File: src/rtl/order_ingress_arbiter.sv
// order_ingress_arbiter: round-robin share of the order-manager entry port with post-transfer gap and order-ID stamping.
// Optional per-requester token-bucket throttle enabled by defining ORDER_ARB_THROTTLE_EN.
module order_ingress_arbiter #(
  parameter int NUM_REQ       = 4,
  parameter int SYMBOL_WIDTH  = 32,
  parameter int PRICE_WIDTH   = 32,
  parameter int VOLUME_WIDTH  = 32,
  parameter int ISSUE_GAP     = 2,
  parameter int TOKEN_MAX     = 8,
  parameter int REFILL_PERIOD = 16
) (
  input  logic                             clk,
  input  logic                             rst_n,
  input  logic [NUM_REQ-1:0]               req_valid,
  output logic [NUM_REQ-1:0]               req_ready,
  input  logic [NUM_REQ*SYMBOL_WIDTH-1:0]  req_symbol,
  input  logic [NUM_REQ*PRICE_WIDTH-1:0]   req_price,
  input  logic [NUM_REQ*VOLUME_WIDTH-1:0]  req_volume,
  input  logic [NUM_REQ-1:0]               req_side,
  input  logic [NUM_REQ*3-1:0]             req_type,
  output logic                             om_order_valid,
  input  logic                             om_order_ready,
  output logic [SYMBOL_WIDTH-1:0]          om_order_symbol,
  output logic [PRICE_WIDTH-1:0]           om_order_price,
  output logic [VOLUME_WIDTH-1:0]          om_order_volume,
  output logic                             om_order_side,
  output logic [2:0]                       om_order_type,
  output logic [31:0]                      om_order_id,
  output logic [31:0]                      grant_count,
  output logic [NUM_REQ-1:0]               throttle_mask
);
  localparam int IW = $clog2(NUM_REQ);
  localparam logic [3:0] GAP_LOAD = 4'(ISSUE_GAP == 0 ? 0 : ISSUE_GAP - 1);
  typedef enum logic [1:0] {IDLE, ISSUE, GAP} state_e;
  state_e                  state_q;
  logic [IW-1:0]           rr_ptr_q, win;
  logic [3:0]              gap_q;
  logic [23:0]             seq_q;
  logic [31:0]             grant_count_q, id_q;
  logic                    valid_q, side_q;
  logic [SYMBOL_WIDTH-1:0] symbol_q;
  logic [PRICE_WIDTH-1:0]  price_q;
  logic [VOLUME_WIDTH-1:0] volume_q;
  logic [2:0]              type_q;
  logic [NUM_REQ-1:0]      eligible;
  logic                    accept;
  assign eligible = req_valid & ~throttle_mask;
  // Scan downward so the last hit is the nearest eligible index at or after rr_ptr.
  always_comb begin
    win = '0;
    for (int i = NUM_REQ - 1; i >= 0; i--)
      if (eligible[(int'(rr_ptr_q) + i) % NUM_REQ]) win = IW'((int'(rr_ptr_q) + i) % NUM_REQ);
  end
  assign accept    = rst_n && state_q == IDLE && |eligible;
  assign req_ready = accept ? NUM_REQ'(1) << win : '0;
  always_ff @(posedge clk or negedge rst_n) begin
    if (!rst_n) begin
      state_q       <= IDLE;
      rr_ptr_q      <= '0;
      gap_q         <= '0;
      seq_q         <= '0;
      grant_count_q <= '0;
      id_q          <= '0;
      valid_q       <= 1'b0;
      symbol_q      <= '0;
      price_q       <= '0;
      volume_q      <= '0;
      side_q        <= 1'b0;
      type_q        <= '0;
    end else begin
      case (state_q)
        IDLE: if (accept) begin
          state_q  <= ISSUE;
          valid_q  <= 1'b1;
          id_q     <= {8'(win), seq_q};
          symbol_q <= req_symbol[int'(win)*SYMBOL_WIDTH +: SYMBOL_WIDTH];
          price_q  <= req_price[int'(win)*PRICE_WIDTH +: PRICE_WIDTH];
          volume_q <= req_volume[int'(win)*VOLUME_WIDTH +: VOLUME_WIDTH];
          side_q   <= req_side[win];
          type_q   <= req_type[int'(win)*3 +: 3];
        end
        ISSUE: if (om_order_ready) begin
          state_q       <= ISSUE_GAP == 0 ? IDLE : GAP;
          valid_q       <= 1'b0;
          seq_q         <= seq_q + 24'd1;
          grant_count_q <= grant_count_q + 32'd1;
          rr_ptr_q      <= int'(id_q[24 +: IW]) == NUM_REQ - 1 ? '0 : id_q[24 +: IW] + IW'(1);
          gap_q         <= GAP_LOAD;
        end
        GAP: begin
          gap_q <= gap_q - 4'd1;
          if (gap_q == 4'd0) state_q <= IDLE;
        end
        default: state_q <= IDLE;
      endcase
    end
  end
  assign om_order_valid  = valid_q;
  assign om_order_symbol = symbol_q;
  assign om_order_price  = price_q;
  assign om_order_volume = volume_q;
  assign om_order_side   = side_q;
  assign om_order_type   = type_q;
  assign om_order_id     = id_q;
  assign grant_count     = grant_count_q;
`ifdef ORDER_ARB_THROTTLE_EN
  localparam int TW = $clog2(TOKEN_MAX + 1);
  localparam int RW = $clog2(REFILL_PERIOD + 1);
  logic [RW-1:0] refill_cnt_q;
  logic [TW-1:0] tokens_q [NUM_REQ];
  logic          refill;
  assign refill = refill_cnt_q == RW'(REFILL_PERIOD - 1);
  // Refill and consume on the same bucket cancel; a full bucket takes no refill.
  always_ff @(posedge clk or negedge rst_n) begin
    if (!rst_n) begin
      refill_cnt_q <= '0;
      for (int k = 0; k < NUM_REQ; k++) tokens_q[k] <= TW'(TOKEN_MAX);
    end else begin
      refill_cnt_q <= refill ? '0 : refill_cnt_q + RW'(1);
      for (int k = 0; k < NUM_REQ; k++)
        tokens_q[k] <= tokens_q[k] + TW'(refill && tokens_q[k] != TW'(TOKEN_MAX)) - TW'(req_ready[k]);
    end
  end
  always_comb begin
    throttle_mask = '0;
    for (int k = 0; k < NUM_REQ; k++) throttle_mask[k] = tokens_q[k] == '0;
  end
`else
  logic unused_cfg;
  assign unused_cfg    = ^{32'(TOKEN_MAX), 32'(REFILL_PERIOD)};
  assign throttle_mask = '0;
`endif
endmodule

File: config.mk
export PLATFORM = sky130hd
export DESIGN_NAME = order_ingress_arbiter
export DESIGN_NICKNAME = d
export VERILOG_FILES = /design/src/rtl/order_ingress_arbiter.sv
export SDC_FILE = /design/constraint.sdc
export NUM_CORES = 1
export LEC_CHECK = 0
export ABC_AREA = 1
export CORE_AREA = 2 2 227 229
export CTS_CLUSTER_SIZE = 14
export DETAILED_ROUTE_END_ITERATION = 6
export DIE_AREA = 0 0 229 231
export MAX_ROUTING_LAYER = met4
export SLEW_MARGIN = 20
export SYNTH_ARGS = -nofsm -noshare
export SYNTH_HDL_FRONTEND = slang
export SYNTH_SLANG_ARGS = --single-unit
File: constraint.sdc
create_clock -name clk -period 5.7 [get_ports clk]
set_input_delay 1.14 -clock clk [delete_from_list [all_inputs] [get_ports clk]]
set_output_delay 1.14 -clock clk [all_outputs]
set_load 0.005 [all_outputs]
; ---- Word-level counts from Yosys, hierarchy flattened
; Index checks and enable logic that the tools add are counted.
[word_totals]
reg_bits = 191
input_bits = 407
output_inout_bits = 173
elab_cells = 82
[classes]
addsub = 7
multipliers = 1
magnitude_cmp = 5
n_eq_ne = 6
shift = 5
muxes = 28
bitwise_logic = 3
n_reduce_logical = 15
[ops]
columns = operator, n
row1 = $shiftx A128 B8 Y32, 3
row2 = $add A32 B1 Y32 const B, 1
row3 = $add A24 B1 Y24 const B, 1
row4 = $mux W2, 8
row5 = $lt A3 B4 Y1 const B, 3
row6 = $shiftx A12 B5 Y3, 1
row7 = $bmux W1 S2, 5
row8 = $mux W1, 10
row9 = $mux W4, 2
row10 = $pmux W4 S2, 1
row11 = $lt A2 B3 Y1 const B, 2
row12 = $ne A2 B2 Y1 const B, 3
row13 = $pmux W2 S3, 1
row14 = $reduce_and A2 Y1, 3
row15 = $reduce_and A3 Y1, 2
row16 = $reduce_or A2 Y1, 3
row17 = $add A2 B1 Y2 const B, 2
row18 = $add A2 B2 Y2 const B, 2
row19 = $eq A2 B1 Y1 const B, 2
row20 = $logic_not A4 Y1, 1
row21 = $mul A2 B2 Y4 const B, 1
row22 = $reduce_bool A2 Y1, 2
row23 = $reduce_or A4 Y1, 1
row24 = $shl A1 B2 Y4 const A, 1
row25 = other kinds (6), 9

; ---- Depth between registers and ports, before layout
[depth]
word_depth = 12
ltp_mapped = 16
ltp_nobuf = 13

; ---- Least setup slack after synthesis
; Ideal clock, no wire load.
[synth_path]
path_kind = input-to-output
from = input port req_valid[1]
to = output port req_ready[1]
arrival_ps = 2414
t_required_ps = 4560
setup_slack_ps = 2146
path_stages = 12
n_path_buf = 3
path_cell_list = inv_1 nand2_1 nand3_1 nand2_1 nand3_1 nand3_2 nand2_2 buf_6 buf_8 buf_6 nand2_1 nor2_1
[synth_via]
elab_chain_cells = 9
word_cells_on_any_way = 19
cone_classes = shift (1) / mux (16) / reduce/logical (2)
[synth_rtl]
columns = item, line_no
row1 = start: declaration, 14  ; input logic [NUM_REQ-1:0] req_valid,
row2 = $bmux W1 S2, 52  ; if (eligible[(int'(rr_ptr_q) + i) % NUM_REQ]) win = IW'((int'(rr_ptr_q) + i) % NUM_REQ);
row3 = $mux W1 (implied by the code) (2 in series), 52
row4 = $mux W2 (4 in series), 52
row5 = $shl A1 B2 Y4, 55  ; assign req_ready = accept ? NUM_REQ'(1) << win : '0;
row6 = $mux W4 (*), 55
row7 = end: declaration, 15  ; output logic [NUM_REQ-1:0] req_ready,
; Every way passes the cells marked *; elsewhere a longest branch is shown, timed or not. The select of a mux whose other input is x is not followed.

; ---- Final worst setup path
; Same ends and word-level chain as after synthesis.

==> metrics.md <==
| Metric | Value |
|---|---|
| Hold Path Sink | `gap_q[3]` |
| Min Tclk post-route | `4.49 ns` |
| Syn Area/Cell | `6.84 um2` |
| Row cnt | `83` |
| Reg-to-reg setup timing slack | `2.49 ns` |
| Worst Path Arrival | `3.35 ns` |
| CTS tree | `yes` |
| Hold path cells | `1` |
| Cell area after synthesis | `12400 um2` |
| Post-cts resize count | `0` |
| Starting density of the core | `24.4%` |
| Leak Pwr | `9.83 nW` |
| DRT iter0 DRCs | `821` |
| Number of setup buffers added after CTS | `0` |
| Crit-path cells | `clkdlybuf4s50_1 > inv_1 > nand2_1 > nand3_1 > nand2_1 > nand3_1 > nand2_2 > nand2_4 > nand2_8 > nand2_1 > nor2_1 > clkdlybuf4s50_1` |
| CTS Hold Bufs | `0` |
| Vias | `13.3k` |
| DIE AREA | `52900 um2` |
| Clock buffer depth | `2` |
| Most frequent cells in the layout | `nand2_1 (611), clkdlybuf4s50_1 (568), inv_1 (379)` |
| CTS Sinks | `191` |
| H-tree Lvls | `4` |
| Status | `finished, final reports clean` |
| Flops & latches, synth | `191` |
| Die Ht | `231 um` |
| CP dominant cell by count | `nand2_1` |
| Antenna-violating nets left | `0` |
| Total power | `8.57 mW` |
| Worst Setup SP | `req_valid[1]` |
| CP max stage cell | `clkdlybuf4s50_1` |
| Ratio of cells with drive above 1 in the final layout | `5.35%` |
| Num CTS Buffers | `17` |
| Clock Skew | `0.0172 ns` |
| Max-Cap Viols | `0` |
| Synthesized instance count | `1812` |
| Buffers on Ports | `569` |
| Worst skew pair latency | `0.50 ns` |
| Worst slew margin | `28.5%` |
| Initial antenna violation count | `4` |
| Critical path required time | `4.56 ns` |
| Hold_ws | `0.473 ns` |
| Worst Max-Slew Pin Slew | `1.07 ns` |
| Avg WL per Cell | `16.4 um` |
| GRT Total Usage | `19.3%` |
| Dominant cell type by area after synthesis | `dfrtp_1` |
| Final period utilization | `78.8%` |
| Final setup violating endpoints | `0` |
| Worst hold start | `gap_q[3]` |
| Slew Limit Fails | `0` |
| RSZ-0062 raised after global routing | `no` |
| Vias in the first global route | `13.3k` |
| Final hold violations | `0` |
| Net count reported at finish | `2735` |
| Residual DRC | `0` |
| Crit-path max cell delay | `0.51 ns` |
| Sequential fraction of the synthesis area | `38.6%` |
| Hold Path Class | `register to register` |
| Wire length reported by the detailed router | `49600 um` |
| Drt pass-1 iters | `5` |
| Reg-to-reg startpoint | `rr_ptr_q[0]` |
| Root buffer cell | `clkbuf_16` |
| Core area | `50700 um2` |
| Synth area leaders | `dfrtp_1 (39%), nand2_1 (19%), nand3_1 (12%)` |
| Overflow after GRT | `0` |
| Setup total negative slack | `0 ns` |
| Synth Warn # | `0` |
| PwrDens | `446 nW/um2` |
| FF-to-FF path depth | `15` |
| Critical path type | `input port to output port` |
| First-pass GRT wire length | `76800 um` |
| Ports | `580` |
| Most common cell after layout, fill and taps aside | `nand2_1` |
| DIE WIDTH | `229 um` |
| Vias per cell | `4.40` |
| GPL Wtd Cong | `0.976` |
| Layout area overhead | `55.3%` |
| R2r endpoint | `om_order_price[27]` |
| FMAX | `0.223 GHz` |
| VDD IR-drop max | `0.000488 V` |
| CP max FO | `35` |
| Clock slew at reported path FFs | `0.07 ns` |
| Type of destination of the critical path | `output port` |
| Largest net degree at the start of global routing | `85` |
| Synth cell types | `35` |
| Detail Placement HPWL | `36700 um` |
| Area fraction of the dominant cell type after synthesis | `38.6%` |
| Fillers | `5360` |
| Startpoint Class | `input port` |
[kinds of logic (layout without fill, tap and decap cells)]
kind of cell / after synthesis / in the layout / share of synthesized area (%)
muxes: 1 / 1 / 0.0808
DFF: 191 / 191 / 38.6
other: 1 / 14 / 0.0303
and+or+nand+nor: 994 / 994 / 34.0
adders and majority gates: 4 / 4 / 0.404
xor gates and xnor gates: 54 / 54 / 3.82
AOI/OAI and AO/OA: 78 / 78 / 6.73
buffers and inverters: 489 / 1005 / 16.3
[synth_stat cells (all sizes together)]
cell type  number
nand2         615
inv           385
nand3         306
dfrtp         191
buf            65
o211ai         60
nor2           42
clkbuf         39
xor2           37
xnor2          17
nand4          14
nor3           14
o21ai          14
ha              4
nor3b           2
a211o           1
a21oi           1
and3            1
conb            1
mux2i           1
o22ai           1
o31ai           1
[per-layer routing]
metal,global-route usage [%],wire [um],vias up
met5,-,0,-
met4,6.68,1230,0
met3,4.93,3330,53
met2,32.3,24300,428
met1,22.5,20700,6285
li1,-,-,6513
[worst max-delay path: cells and delay by family]
family,cells,cell delay (ns)
buffers and inverters,3,1.05
and+or+nand+nor,9,1.14
[metrics by stage]
step / setup slack [ns] / cell area [um2] / cells / util, %
final: 1.21 / 19200 / 3021 / 38.0
after global routing: 1.03 / 19200 / 3021 / 38.0
after CTS: 1.23 / 19200 / 3017 / 37.9
after detailed placement: 1.24 / 18600 / 2985 / 36.7
after global placement: 1.27 / 18600 / 2985 / 36.7
after floorplan: 2.15 / 12400 / 1821 / -
[state kept, by name, summed over array words and instances, names as in the netlist]
name / flops
state_q: 2
rr_ptr_q: 2
om_order_type: 3
om_order_price: 32
seq_q: 24
om_order_volume: 32
om_order_valid: 1
om_order_symbol: 32
om_order_side: 1
om_order_id: 26
gap_q: 4
grant_count: 32
[power breakdown]
group | leakage [nW] | internal (mW) | switching (mW)
clock network | 0.313 | 0.650 | 0.680
logic | 7.11 | 2.01 | 3.12
registers | 2.41 | 1.82 | 0.295
total | 9.83 | 4.47 | 4.10
[layout make-up]
type	count	area, um2	area share (%)
diodes	4	10.0	0.0520
clock buffers	17	425	2.21
clock inverters	15	223	1.16
inverters	385	1450	7.51
multi-input cells	1141	5650	29.4
flip-flops and latches	191	4780	24.8
well taps	680	851	4.42
repair buffers	588	5850	30.4
[worst max path at each step]
stage | slack, ns | endpoint | cells past startpoint
final | 1.21 | req_ready[1] | 12
after global routing | 1.03 | req_ready[3] | 12
after CTS | 1.23 | req_ready[1] | 12
after detailed placement | 1.24 | req_ready[1] | 12
after global placement | 1.27 | req_ready[3] | 12
after floorplan | 2.15 | req_ready[1] | 12
(Power assumes the default switching activity.)
